--- config.mk ---
export PLATFORM = sky130hd
export DESIGN_NAME = ram_request_arbiter
export DESIGN_NICKNAME = d
export VERILOG_FILES = /design/src/rtl/ram_pkg.sv /design/src/rtl/ram_rr_pick.sv /design/src/rtl/ram_request_arbiter.sv
export SDC_FILE = /design/constraint.sdc
export NUM_CORES = 1
export LEC_CHECK = 0
export CORE_MARGIN = 5
export CORE_UTILIZATION = 30
export DETAILED_ROUTE_END_ITERATION = 8
export HOLD_SLACK_MARGIN = 0.1
export SKIP_CTS_REPAIR_TIMING = 1
export SYNTH_ARGS = -nofsm -noshare
export SYNTH_HDL_FRONTEND = slang
export SYNTH_SLANG_ARGS = --single-unit
--- constraint.sdc ---
create_clock -name clk_memory -period 13.96 [get_ports clk_memory]
set_clock_uncertainty 0.05 [all_clocks]
set_input_delay 1.396 -clock clk_memory [delete_from_list [all_inputs] [get_ports clk_memory]]
set_output_delay 1.396 -clock clk_memory [all_outputs]
set_load 0.1 [all_outputs]
--- src/rtl/ram_pkg.sv ---
// Shared definitions for the RAM request arbiters: grant-index sizing, grant
// codes and the strobe encoding the memory controller also decodes.
package ram_pkg;

    function automatic int clog2p1(input int n);
        return $clog2(n + 1);
    endfunction

    localparam int GRANT_PRI = 0;

    typedef enum logic [1:0] {
        STB_NONE = 2'b00,
        STB_RD   = 2'b01,
        STB_WR   = 2'b10
    } stb_e;

endpackage

--- src/rtl/ram_rr_pick.sv ---
// Combinational round-robin picker: returns the first set bit of pend at or
// after ptr, wrapping modulo N.
module ram_rr_pick #(
    parameter int N     = 2,
    parameter int IDX_W = 1
) (
    input  logic [N-1:0]     pend,
    input  logic [IDX_W-1:0] ptr,
    output logic             valid,
    output logic [IDX_W-1:0] idx
);

    function automatic logic [IDX_W-1:0] wrap_add(input logic [IDX_W-1:0] p, input int k);
        int s;
        s = int'(p) + k;
        if (s >= N) s = s - N;
        return IDX_W'(s);
    endfunction

    // Walk from the farthest offset back to ptr so the nearest pending port wins.
    always_comb begin
        valid = 1'b0;
        idx   = '0;
        for (int k = N - 1; k >= 0; k--) begin
            if (pend[wrap_add(ptr, k)]) begin
                valid = 1'b1;
                idx   = wrap_add(ptr, k);
            end
        end
    end

endmodule

--- src/rtl/ram_request_arbiter.sv ---
// Arbitrates a level-request priority port and N_SEC toggle-request read ports
// onto one registered strobe interface, all in the clk_memory domain.
module ram_request_arbiter
    import ram_pkg::*;
#(
    parameter int ADDR_W           = 21,
    parameter int DATA_W           = 8,
    parameter int N_SEC            = 2,
    parameter int SYNC_STAGES      = 2,
    parameter int BLOCK_SEC_ON_PRI = 1
) (
    input  logic                      clk_memory,
    input  logic                      reset,
    input  logic                      pri_req,
    input  logic                      pri_rd_n,
    input  logic [ADDR_W-1:0]         pri_addr,
    input  logic [DATA_W-1:0]         pri_wdata,
    input  logic [N_SEC-1:0]          sec_req_t,
    input  logic [N_SEC*ADDR_W-1:0]   sec_addr,
    input  logic                      mem_ready,
    output logic                      mem_we,
    output logic                      mem_re,
    output logic [ADDR_W-1:0]         mem_addr,
    output logic [DATA_W-1:0]         mem_wdata,
    output logic [clog2p1(N_SEC)-1:0] mem_grant,
    output logic [N_SEC-1:0]          sec_ack_t
);

    localparam int GW    = clog2p1(N_SEC);
    localparam int IDX_W = (N_SEC > 1) ? $clog2(N_SEC) : 1;

    logic                    pri_req_q, pri_req_qq, pri_rd_n_q;
    logic [ADDR_W-1:0]       pri_addr_q;
    logic [DATA_W-1:0]       pri_wdata_q;
    logic [N_SEC*ADDR_W-1:0] sec_addr_q;
    (* ASYNC_REG = "TRUE" *) logic [N_SEC-1:0] sec_req_cap_q;
    logic [N_SEC-1:0]        sync_req_t;

    always_ff @(posedge clk_memory or posedge reset) begin
        if (reset) begin
            pri_req_q     <= 1'b0;
            pri_req_qq    <= 1'b0;
            pri_rd_n_q    <= 1'b0;
            pri_addr_q    <= '0;
            pri_wdata_q   <= '0;
            sec_addr_q    <= '0;
            sec_req_cap_q <= '0;
        end else begin
            pri_req_q     <= pri_req;
            pri_req_qq    <= pri_req_q;
            pri_rd_n_q    <= pri_rd_n;
            pri_addr_q    <= pri_addr;
            pri_wdata_q   <= pri_wdata;
            sec_addr_q    <= sec_addr;
            sec_req_cap_q <= sec_req_t;
        end
    end

    // The toggle is sampled with the other inputs, then resolved through SYNC_STAGES flops.
    for (genvar g = 0; g < N_SEC; g++) begin : g_sync
        (* ASYNC_REG = "TRUE" *) logic [SYNC_STAGES-1:0] sync_q;
        always_ff @(posedge clk_memory or posedge reset) begin
            if (reset) sync_q <= '0;
            else       sync_q <= (sync_q << 1) | SYNC_STAGES'(sec_req_cap_q[g]);
        end
        assign sync_req_t[g] = sync_q[SYNC_STAGES-1];
    end

    logic                    pri_pend_q, pri_pend_d;
    logic                    hold_rd_n_q, hold_rd_n_d;
    logic [ADDR_W-1:0]       hold_addr_q, hold_addr_d;
    logic [DATA_W-1:0]       hold_wdata_q, hold_wdata_d;
    logic [N_SEC-1:0]        seen_q, seen_d;
    logic [IDX_W-1:0]        rr_q, rr_d;
    stb_e                    iss_stb_q, iss_stb_d;
    logic [ADDR_W-1:0]       iss_addr_q, iss_addr_d;
    logic [DATA_W-1:0]       iss_wdata_q, iss_wdata_d;
    logic [GW-1:0]           iss_grant_q, iss_grant_d;
    logic [N_SEC-1:0]        iss_ack_q, iss_ack_d;
    logic                    mem_we_q, mem_we_d, mem_re_q, mem_re_d;
    logic [ADDR_W-1:0]       mem_addr_q, mem_addr_d;
    logic [DATA_W-1:0]       mem_wdata_q, mem_wdata_d;
    logic [GW-1:0]           mem_grant_q, mem_grant_d;
    logic [N_SEC-1:0]        sec_ack_q, sec_ack_d;

    logic                    pri_rise, sec_allow, sec_valid;
    logic [N_SEC-1:0]        sec_pend;
    logic [IDX_W-1:0]        sec_idx;
    logic [ADDR_W-1:0]       sec_sel_addr;

    assign pri_rise  = pri_req_q & ~pri_req_qq;
    assign sec_allow = (BLOCK_SEC_ON_PRI == 0) || !pri_req_q;
    assign sec_pend  = (sync_req_t ^ seen_q) & {N_SEC{sec_allow}};

    ram_rr_pick #(
        .N     (N_SEC),
        .IDX_W (IDX_W)
    ) u_pick (
        .pend  (sec_pend),
        .ptr   (rr_q),
        .valid (sec_valid),
        .idx   (sec_idx)
    );

    always_comb begin
        sec_sel_addr = '0;
        for (int i = 0; i < N_SEC; i++) begin
            if (sec_idx == IDX_W'(i)) sec_sel_addr = sec_addr_q[i*ADDR_W +: ADDR_W];
        end
    end

    // Issue decision; registered into the iss_* stage, strobed out one edge later.
    always_comb begin
        pri_pend_d   = pri_pend_q;
        hold_rd_n_d  = hold_rd_n_q;
        hold_addr_d  = hold_addr_q;
        hold_wdata_d = hold_wdata_q;
        seen_d       = seen_q;
        rr_d         = rr_q;
        iss_stb_d    = STB_NONE;
        iss_addr_d   = iss_addr_q;
        iss_wdata_d  = iss_wdata_q;
        iss_grant_d  = iss_grant_q;
        iss_ack_d    = '0;
        if (mem_ready && pri_pend_q) begin
            iss_stb_d   = hold_rd_n_q ? STB_WR : STB_RD;
            iss_addr_d  = hold_addr_q;
            iss_wdata_d = hold_rd_n_q ? hold_wdata_q : '0;
            iss_grant_d = GW'(GRANT_PRI);
            pri_pend_d  = 1'b0;
        end else if (mem_ready && sec_valid) begin
            iss_stb_d   = STB_RD;
            iss_addr_d  = sec_sel_addr;
            iss_wdata_d = '0;
            iss_grant_d = GW'(sec_idx) + GW'(1);
            for (int i = 0; i < N_SEC; i++) begin
                if (sec_idx == IDX_W'(i)) begin
                    seen_d[i]    = sync_req_t[i];
                    iss_ack_d[i] = 1'b1;
                end
            end
            rr_d = (sec_idx == IDX_W'(N_SEC - 1)) ? '0 : sec_idx + IDX_W'(1);
        end
        // A new edge while still pending just refreshes the held access.
        if (pri_rise) begin
            pri_pend_d   = 1'b1;
            hold_rd_n_d  = pri_rd_n_q;
            hold_addr_d  = pri_addr_q;
            hold_wdata_d = pri_wdata_q;
        end
    end

    always_comb begin
        mem_we_d    = (iss_stb_q == STB_WR);
        mem_re_d    = (iss_stb_q == STB_RD);
        mem_addr_d  = (iss_stb_q != STB_NONE) ? iss_addr_q  : mem_addr_q;
        mem_wdata_d = (iss_stb_q != STB_NONE) ? iss_wdata_q : mem_wdata_q;
        mem_grant_d = (iss_stb_q != STB_NONE) ? iss_grant_q : mem_grant_q;
        sec_ack_d   = sec_ack_q ^ iss_ack_q;
    end

    always_ff @(posedge clk_memory or posedge reset) begin
        if (reset) begin
            pri_pend_q   <= 1'b0;
            hold_rd_n_q  <= 1'b0;
            hold_addr_q  <= '0;
            hold_wdata_q <= '0;
            seen_q       <= '0;
            rr_q         <= '0;
            iss_stb_q    <= STB_NONE;
            iss_addr_q   <= '0;
            iss_wdata_q  <= '0;
            iss_grant_q  <= '0;
            iss_ack_q    <= '0;
            mem_we_q     <= 1'b0;
            mem_re_q     <= 1'b0;
            mem_addr_q   <= '0;
            mem_wdata_q  <= '0;
            mem_grant_q  <= '0;
            sec_ack_q    <= '0;
        end else begin
            pri_pend_q   <= pri_pend_d;
            hold_rd_n_q  <= hold_rd_n_d;
            hold_addr_q  <= hold_addr_d;
            hold_wdata_q <= hold_wdata_d;
            seen_q       <= seen_d;
            rr_q         <= rr_d;
            iss_stb_q    <= iss_stb_d;
            iss_addr_q   <= iss_addr_d;
            iss_wdata_q  <= iss_wdata_d;
            iss_grant_q  <= iss_grant_d;
            iss_ack_q    <= iss_ack_d;
            mem_we_q     <= mem_we_d;
            mem_re_q     <= mem_re_d;
            mem_addr_q   <= mem_addr_d;
            mem_wdata_q  <= mem_wdata_d;
            mem_grant_q  <= mem_grant_d;
            sec_ack_q    <= sec_ack_d;
        end
    end

    assign mem_we    = mem_we_q;
    assign mem_re    = mem_re_q;
    assign mem_addr  = mem_addr_q;
    assign mem_wdata = mem_wdata_q;
    assign mem_grant = mem_grant_q;
    assign sec_ack_t = sec_ack_q;

endmodule

==> impl_metrics.toml, run 1 <==
[worst_setup_path]
r2r-start = "seen_q[0]"
cp-end-kind = "flip-flop"
crit_path_start = "mem_ready"
critPathKind = "in -> reg"
worst-endpoint-required_ps = 14220
critPathArrivalTime_ps = 3960
cp_max_fo = 13
r2r_setup_slack_ps = 11670
reg2reg_to = "iss_addr_q[19]"
crit_end = "seen_q[0]"
start_kind = "input port"
worstRegToRegCells = 4

[global_route]
antenna_found_initial = 0
overflow = 0
grt_pass1_wl_um = 21100
grt_pass1_vias = 3929
grt_use_total_pct = 11.3
grt_max_degree = 120

[synth]
synth_edf_count = 0
syn_inst = 407
ys_seq_elements = 184
ys_async_sr_fraction_pct = 100
synth_warnings = 0
synthTopCellsByArea = "dfrtp_1, mux2_2, a221oi_2, mux2i_1, nand2_1"
synth_area_leader_cell = "dfrtp_1"
syn_avg_cell_area_um2 = 15.6
yosysUniqueCellTypes = 31
synth.top_cell.area_share_pct = 72.6
dominantRegCellSynth = "dfrtp_1"
synth_area_um2 = 6340
seq_area_frac_synth_pct = 72.6
syn_nets = 485

[timing]
max-slew-margin-rel_pct = 29.2
max_freq_mhz = 270
finalSetupViolations = 0
holdWs_ps = 298
post-route-min-period_ps = 3700
layout_setup_ws_ps = 10260
maxSlewViolCount = 0
min_period_over_period_pct = 26.5
hold_violations = 0
final.setup.tns_ps = 0
rsz0062_at_grt = "no"
max_slew.worst_pin.slew_ps = 1060

[power_and_ir_drop]
total_power_mw = 1.81
power_density_nw_per_um2 = 216
leakage_nw = 3.67
ir_drop_v = 0.0000916

[floorplanning]
die_h_um = 155
core_um2 = 20900
fp-row-count = 53
dieWidth_um = 155
dieArea_um2 = 24100
initial_core_util_pct = 30.4
pin_count = 113

[drt]
routed_wirelength_um = 12900
wl_per_cell_um = 15.9
drc = 0
dr.pass1.iters = 4
routed_via_density = 4.30
vias = 3473
drt_iter0_drc = 127
detail-route-antenna-nets = 0

[clock_network]
worstSkewPairLatency_ps = 420
htreeDepth = 4
clock_path_buffers = 2
clock-sinks = 184
clk_pin_slew_worst_paths_ps = 70
cts_tree = "done"
cts_buffers = 17
clock-root-buffer = "clkbuf_16"

[final_layout]
num_antenna_cells = 0
final-seq-area_um2 = 4600
area.growth.synth_to_final_pct = 31.8
multiInputGateArea_um2 = 1590
fill_cells = 1944
final_util_pct = 40.0
nNetsFinal = 599
drive_above_1_share_pct = 19.3

[placement]
place_ws_ps = 9820
numPortBuffers = 112
gp_congestion = 0.711
dp_hpwl_um = 8740

[hold_path]
hp-class = "reg -> reg"
hold_depth = 0

[run]
cap_viol_max_count = 0

[outcome]
status = "completed"
## critical path, cell delays in order
cell,delay [ps]
clkdlybuf4s50_1,830
nand2b_1,260
a211oi_4,560
buf_4,360
and2_2,210
mux2_2,330
## layout by cell type (no fill, tap or decap)
cell type,count
a21oi_4,2
xnor2_2,2
a221oi_1,3
o22ai_1,2
mux2_2,50
mux2i_1,12
nor2_1,15
dfrtp_1,184
inv_6,3
clkinvlp_4,3
nand2b_1,2
o22a_1,8
a22o_1,8
clkbuf_16,17
o21ai_0,12
o211a_1,1
bufinv_16,4
and2_4,1
inv_8,2
mux2_4,1
and3_1,1
a31oi_1,9
a21o_1,2
clkinv_4,1
nor2_4,2
buf_4,2
a211oi_4,1
clkbuf_1,1
clkinv_2,1
nor2b_1,2
nand2_1,31
a221oi_2,9
xor2_1,3
and2_2,1
o211ai_4,1
inv_1,14
clkdlybuf4s50_1,112
o31ai_1,8
## where the power goes
part	total (mW)	leakage (nW)	internal, mW	switching, mW
combinational	0.611	1.19	0.176	0.436
clock	0.508	0.295	0.302	0.206
sequential	0.690	2.19	0.632	0.0585
total	1.81	3.67	1.11	0.701
## through the flow
| step | cells | area (um2) |
|---|---|---|
| detailed placement | 777 | 7740 |
| CTS | 808 | 8360 |
| finish | 808 | 8360 |
| floorplan | 407 | 6340 |
| global route | 808 | 8360 |
| global placement | 777 | 7740 |
## registers in the layout, indices dropped and copies added, names as in the netlist, 4 cells and up
register       flops
g_sync.sync_q      4
hold_addr_q       21
hold_wdata_q       8
iss_addr_q        21
iss_wdata_q        8
mem_addr          21
mem_wdata          8
pri_addr_q        21
pri_wdata_q        8
sec_addr_q        42
## cell type report
cell class	instances	area share [%]
clock buffers	18	5.13
clock inverters	13	2.32
inverters	15	0.763
multi-input cells	189	19.0
flip-flops and latches	184	55.1
well taps	275	4.12
repair buffers	114	13.6
## worst min-delay path by stage
stage | start | endpoint | slack [ps]
global placement | sec_req_cap_q[0] | g_sync[0].sync_q[0] | 290
finish | g_sync[1].sync_q[0] | g_sync[1].sync_q[1] | 300
detailed placement | g_sync[1].sync_q[0] | g_sync[1].sync_q[1] | 290
floorplan | sec_req_cap_q[0] | g_sync[0].sync_q[0] | 280
global route | g_sync[1].sync_q[0] | g_sync[1].sync_q[1] | 320
CTS | g_sync[1].sync_q[0] | g_sync[1].sync_q[1] | 300
## Yosys cell counts, drive strengths merged, types with 3 or more instances
master    n
nand2    31
dfrtp   184
xor2      3
o22a      8
o31ai     8
a31oi     9
a22o      8
inv      15
mux2     51
nor2     17
clkbuf    7
buf      12
mux2i    12
a221oi   12
o21ai    12
## routing by layer
metal	track usage, %	vias up	wire length [um]
li1	-	1641	-
met1	13.7	1742	5520
met2	18.7	74	6500
met3	4.20	16	686
met4	3.63	0	168
met5	0	-	0
## logic make-up after synthesis
family / count (synthesis) / synth area share [%]
simple gates: 55 / 3.59
compound gates: 66 / 9.29
mux: 63 / 11.0
xor+xnor: 5 / 0.927
buf+inv: 34 / 2.58
flops: 184 / 72.6
No activity file was read; power rests on OpenSTA's default activity.
==> run 2: changes to the inputs <==
Clock period 13.96 ns to 3 ns, I/O delays scaled along.
==> run 2 against run 1 <==
Core utilization shrank 0.15 points. Via count grew 1.4%. Worst setup slack lost 9300 ps. Routed wire length grew 1.4%. Sequential power grew to 4.7 times the previous value. Combinational power grew to 4.6 times the previous value. Highest routed layer unchanged.
==> impl_metrics.toml, run 2 (synthesis gave the netlist of run 1 again) <==
[floorplanning]
core_um2 = 20900
pin_count = 113
initial_core_util_pct = 30.4
dieArea_um2 = 24100
dieWidth_um = 155
die_h_um = 155
fp-row-count = 53

[clock_network]
clk_pin_slew_worst_paths_ps = 70
cts_tree = "done"
worstSkewPairLatency_ps = 420
clock-root-buffer = "clkbuf_16"
htreeDepth = 4
clock_path_buffers = 2
clock-sinks = 184
cts_buffers = 17

[final_layout]
stdcell_count = 817
layout_commonest_cell = "dfrtp_1"
num_antenna_cells = 0
fill_cells = 1948
largest_reg_flops = 42
layout_common_cells = "dfrtp_1, clkdlybuf4s50_1, mux2_2"
drive_above_1_share_pct = 27.1
area.growth.synth_to_final_pct = 31.3
regMostFlops = "sec_addr_q"
final_area_um2 = 8330
nNetsFinal = 607
final_util_pct = 39.9

[worst_setup_path]
worst-endpoint-required_ps = 3240
start_kind = "flip-flop"
cp-end-kind = "flip-flop"
cp_max_fo = 14
critPathKind = "reg -> reg"
critPathArrivalTime_ps = 2230

[hold_path]
hp-class = "in -> async"

[drt]
drt_iter0_drc = 73
routed_wirelength_um = 13100
routed_via_density = 4.31
drc = 0
detail-route-antenna-nets = 0
dr.pass1.iters = 4
vias = 3521
wl_per_cell_um = 16.0

[timing]
post-route-min-period_ps = 1990
max_slew.worst_pin.slew_ps = 685
holdWs_ps = 237
min_period_over_period_pct = 66.3
hold_violations = 0
rsz0062_at_grt = "no"
layout_setup_ws_ps = 1010
max-slew-margin-rel_pct = 54.2
final.setup.tns_ps = 0
maxSlewViolCount = 0
max_freq_mhz = 503
finalSetupViolations = 0

[power_and_ir_drop]
power_density_nw_per_um2 = 993
ir_drop_v = 0.000663
leakage_nw = 3.75
total_power_mw = 8.27

[placement]
place_ws_ps = 866
placed_cell_area_um2 = 7730
dp_hpwl_um = 8980
gp_congestion = 0.714
place_inst = 785
numPortBuffers = 112

[global_route]
antenna_found_initial = 0
overflow = 0
grt_max_degree = 95
grt_use_total_pct = 11.5
grt_pass1_wl_um = 21500
grt_pass1_vias = 4106

[run]
cap_viol_max_count = 0

[outcome]
status = "completed"
[run 2: final timing paths]
kind	slack [ps]	startpoint	endpoint	depth (start not counted)
worst max-delay path	1010	seen_q[0]	iss_addr_q[10]	5
worst min-delay path	240	reset	mem_addr[11]	2
worst max register to register	1010	seen_q[0]	iss_addr_q[10]	5
worst min register to register	300	sec_req_cap_q[1]	g_sync[1].sync_q[0]	0
max in group asynchronous	1810	reset	pri_wdata_q[6]	3
min in group clk_memory	260	pri_addr[6]	pri_addr_q[6]	1
[run 2: power breakdown]
group	switching (mW)	internal, mW	leakage [nW]
logic	2.03	0.764	1.27
clock network	0.944	1.32	0.291
registers	0.283	2.94	2.19
total	3.25	5.02	3.75
[run 2: cell type report]
| class | count | area (um2) | area share, % |
|---|---|---|---|
| tap | 275 | 344 | 4.13 |
| clock inverter | 14 | 169 | 2.03 |
| multi-input combinational | 189 | 1590 | 19.1 |
| sequential | 184 | 4600 | 55.3 |
| inverter | 15 | 60.1 | 0.721 |
| timing repair buffer | 122 | 1130 | 13.6 |
| clock buffer | 18 | 429 | 5.15 |
[run 2: metal layers]
| metal | vias to the layer above | GRT usage [%] | part of all wire (%) |
|---|---|---|---|
| met2 | 78 | 18.7 | 50 |
| li1 | 1659 | - | - |
| met1 | 1773 | 14.9 | 44 |
| met5 | - | 0 | 0 |
| met4 | 0 | 3.46 | 1.2 |
| met3 | 11 | 3.42 | 4.8 |
[run 2: critical path: stages, from the launching register on]
cell and delay (ps):
dfrtp_1 410, xnor2_2 220, o211ai_4 490, buf_4 330, mux2i_1 270, a221oi_2 80
==> run 3: changes to the inputs <==
Clock period 3 ns to 1.6 ns, I/O delays scaled along.
==> run 3 against run 2 <==
The run now ends with setup timing left. Global-route usage rose by 0.10 points. Via count rose by 4.3%. Non-clock buffer count rose by 23.
==> impl_metrics.toml, run 3 (synthesis gave the netlist of run 1 again) <==
[outcome]
status = "finished with violations"
violations = "setup timing"

[timing]
finalSetupViolations = 22
min_period_over_period_pct = 107
maxSlewViolCount = 0
post-route-min-period_ps = 1710
hold_violations = 0
layout_setup_ws_ps = -111
rsz0062_at_grt = "yes"
max_slew.worst_pin.slew_ps = 454
holdWs_ps = 119
max-slew-margin-rel_pct = 69.7
max_freq_mhz = 584

[clock_network]
htreeDepth = 4
worstSkewPairLatency_ps = 420
clock_path_buffers = 2
clk_pin_slew_worst_paths_ps = 70
clock-sinks = 184
clock-root-buffer = "clkbuf_16"
cts_tree = "done"
cts_buffers = 17

[placement]
numPortBuffers = 112
place_inst = 801
dp_hpwl_um = 9500
placed_cell_area_um2 = 8410
gp_congestion = 0.814

[power_and_ir_drop]
power_density_nw_per_um2 = 1830
leakage_nw = 3.99
ir_drop_v = 0.000789

[global_route]
overflow = 0
grt_pass1_vias = 4085
grt_use_total_pct = 11.6
grt_pass1_wl_um = 21600
grt_max_degree = 87
antenna_found_initial = 0

[drt]
drt_iter0_drc = 150
wl_met2_um = 6890
drc = 0
routed_wirelength_um = 13400
wl_met1_um = 5520
routed_via_density = 4.39
dr.pass1.iters = 4
wl_per_cell_um = 16.0
detail-route-antenna-nets = 0
routed.top_layer = "met4"
vias = 3672
wl_met3_um = 653

[worst_setup_path]
slowest_stage = "dfrtp_2"
critPathKind = "reg -> reg"
cp_max_fo = 8
start_kind = "flip-flop"
cp-end-kind = "flip-flop"
worst-endpoint-required_ps = 1840
slowest_delay_ps = 450
critPathArrivalTime_ps = 1960
path_cells = "xnor2_4 -> o211ai_4 -> buf_12 -> mux2i_1 -> a221oi_1"

[floorplanning]
pin_count = 113
dieWidth_um = 155
core_um2 = 20900
initial_core_util_pct = 30.4
fp-row-count = 53
dieArea_um2 = 24100
die_h_um = 155

[final_layout]
regMostFlops = "sec_addr_q"
layout_common_cells = "dfrtp_1, clkdlybuf4s50_1, mux2_2"
drive_above_1_share_pct = 32.0
layout_commonest_cell = "dfrtp_1"
fill_cells = 1858
num_antenna_cells = 0
stdcell_count = 837
area.growth.synth_to_final_pct = 44.5
final_area_um2 = 9160
largest_reg_flops = 42
final_util_pct = 43.9
nNetsFinal = 630

[hold_path]
hp-class = "in -> reg"

[run]
cap_viol_max_count = 0
## run 3: cell count changes in the layout (fill, tap and decap cells not counted), moves of 3 or more
| cell | previous run | this run |
|---|---|---|
| mux2i_1 | 12 | 1 |
| buf_12 | 2 | 46 |
| buf_4 | 43 | 12 |
| clkinv_2 | 4 | 1 |
| dfrtp_1 | 184 | 180 |
| mux2i_4 | 0 | 4 |
| dlygate4sd3_1 | 0 | 8 |
| dfrtp_2 | 0 | 4 |
| mux2i_2 | 0 | 7 |
## run 3: metrics by stage
stage / setup TNS, ps / worst slack [ps] / total power [mW]
floorplan: -179340 / -975 / 10.1
global placement: -1300 / -126 / 12.7
detailed placement: -2520 / -194 / 12.8
CTS: -1680 / -157 / 16.8
global route: -3160 / -148 / 17.5
finish: -1530 / -111 / 16.8
## run 3: path summary, 6_finish.rpt
check                                  from                  end  cells after the start  slack [ps]
max                               seen_q[0]       iss_addr_q[17]                      5        -110
min reg2reg                sec_req_cap_q[1]  g_sync[1].sync_q[0]                      0         300
max in group asynchronous             reset  g_sync[0].sync_q[1]                      4         290
max reg2reg                       seen_q[0]       iss_addr_q[17]                      5        -110
min in group asynchronous             reset        pri_addr_q[8]                      3         510
min                            pri_addr[20]       pri_addr_q[20]                      1         120
## run 3: metal layers
metal / track usage [%] / vias up
met5: 0 / -
met4: 4.50 / 0
met3: 3.67 / 20
met2: 19.8 / 87
met1: 13.6 / 1865
li1: - / 1700
## run 3: critical path: cells and delay by family (launching register included)
kind	cells	cell delay, ps
flip-flops	1	450
buffers and inverters	1	200
AO/OA/AOI/OAI	2	440
multiplexers	1	240
XOR/XNOR	1	190
## run 3: area by class of cell
cell class	instances	area, um2	area share (%)
flip-flops and latches	184	4610	50.3
inverters	15	60.1	0.655
clock buffers	17	425	4.64
repair buffers	145	1880	20.6
multi-input cells	189	1720	18.8
clock inverters	12	120	1.31
well taps	275	344	3.75
## run 3: report_power, final
group	internal (mW)	leakage (nW)	switching, mW	total [mW]
registers	5.52	2.18	0.758	6.28
clock network	2.15	0.263	1.78	3.92
logic	2.67	1.54	3.91	6.58
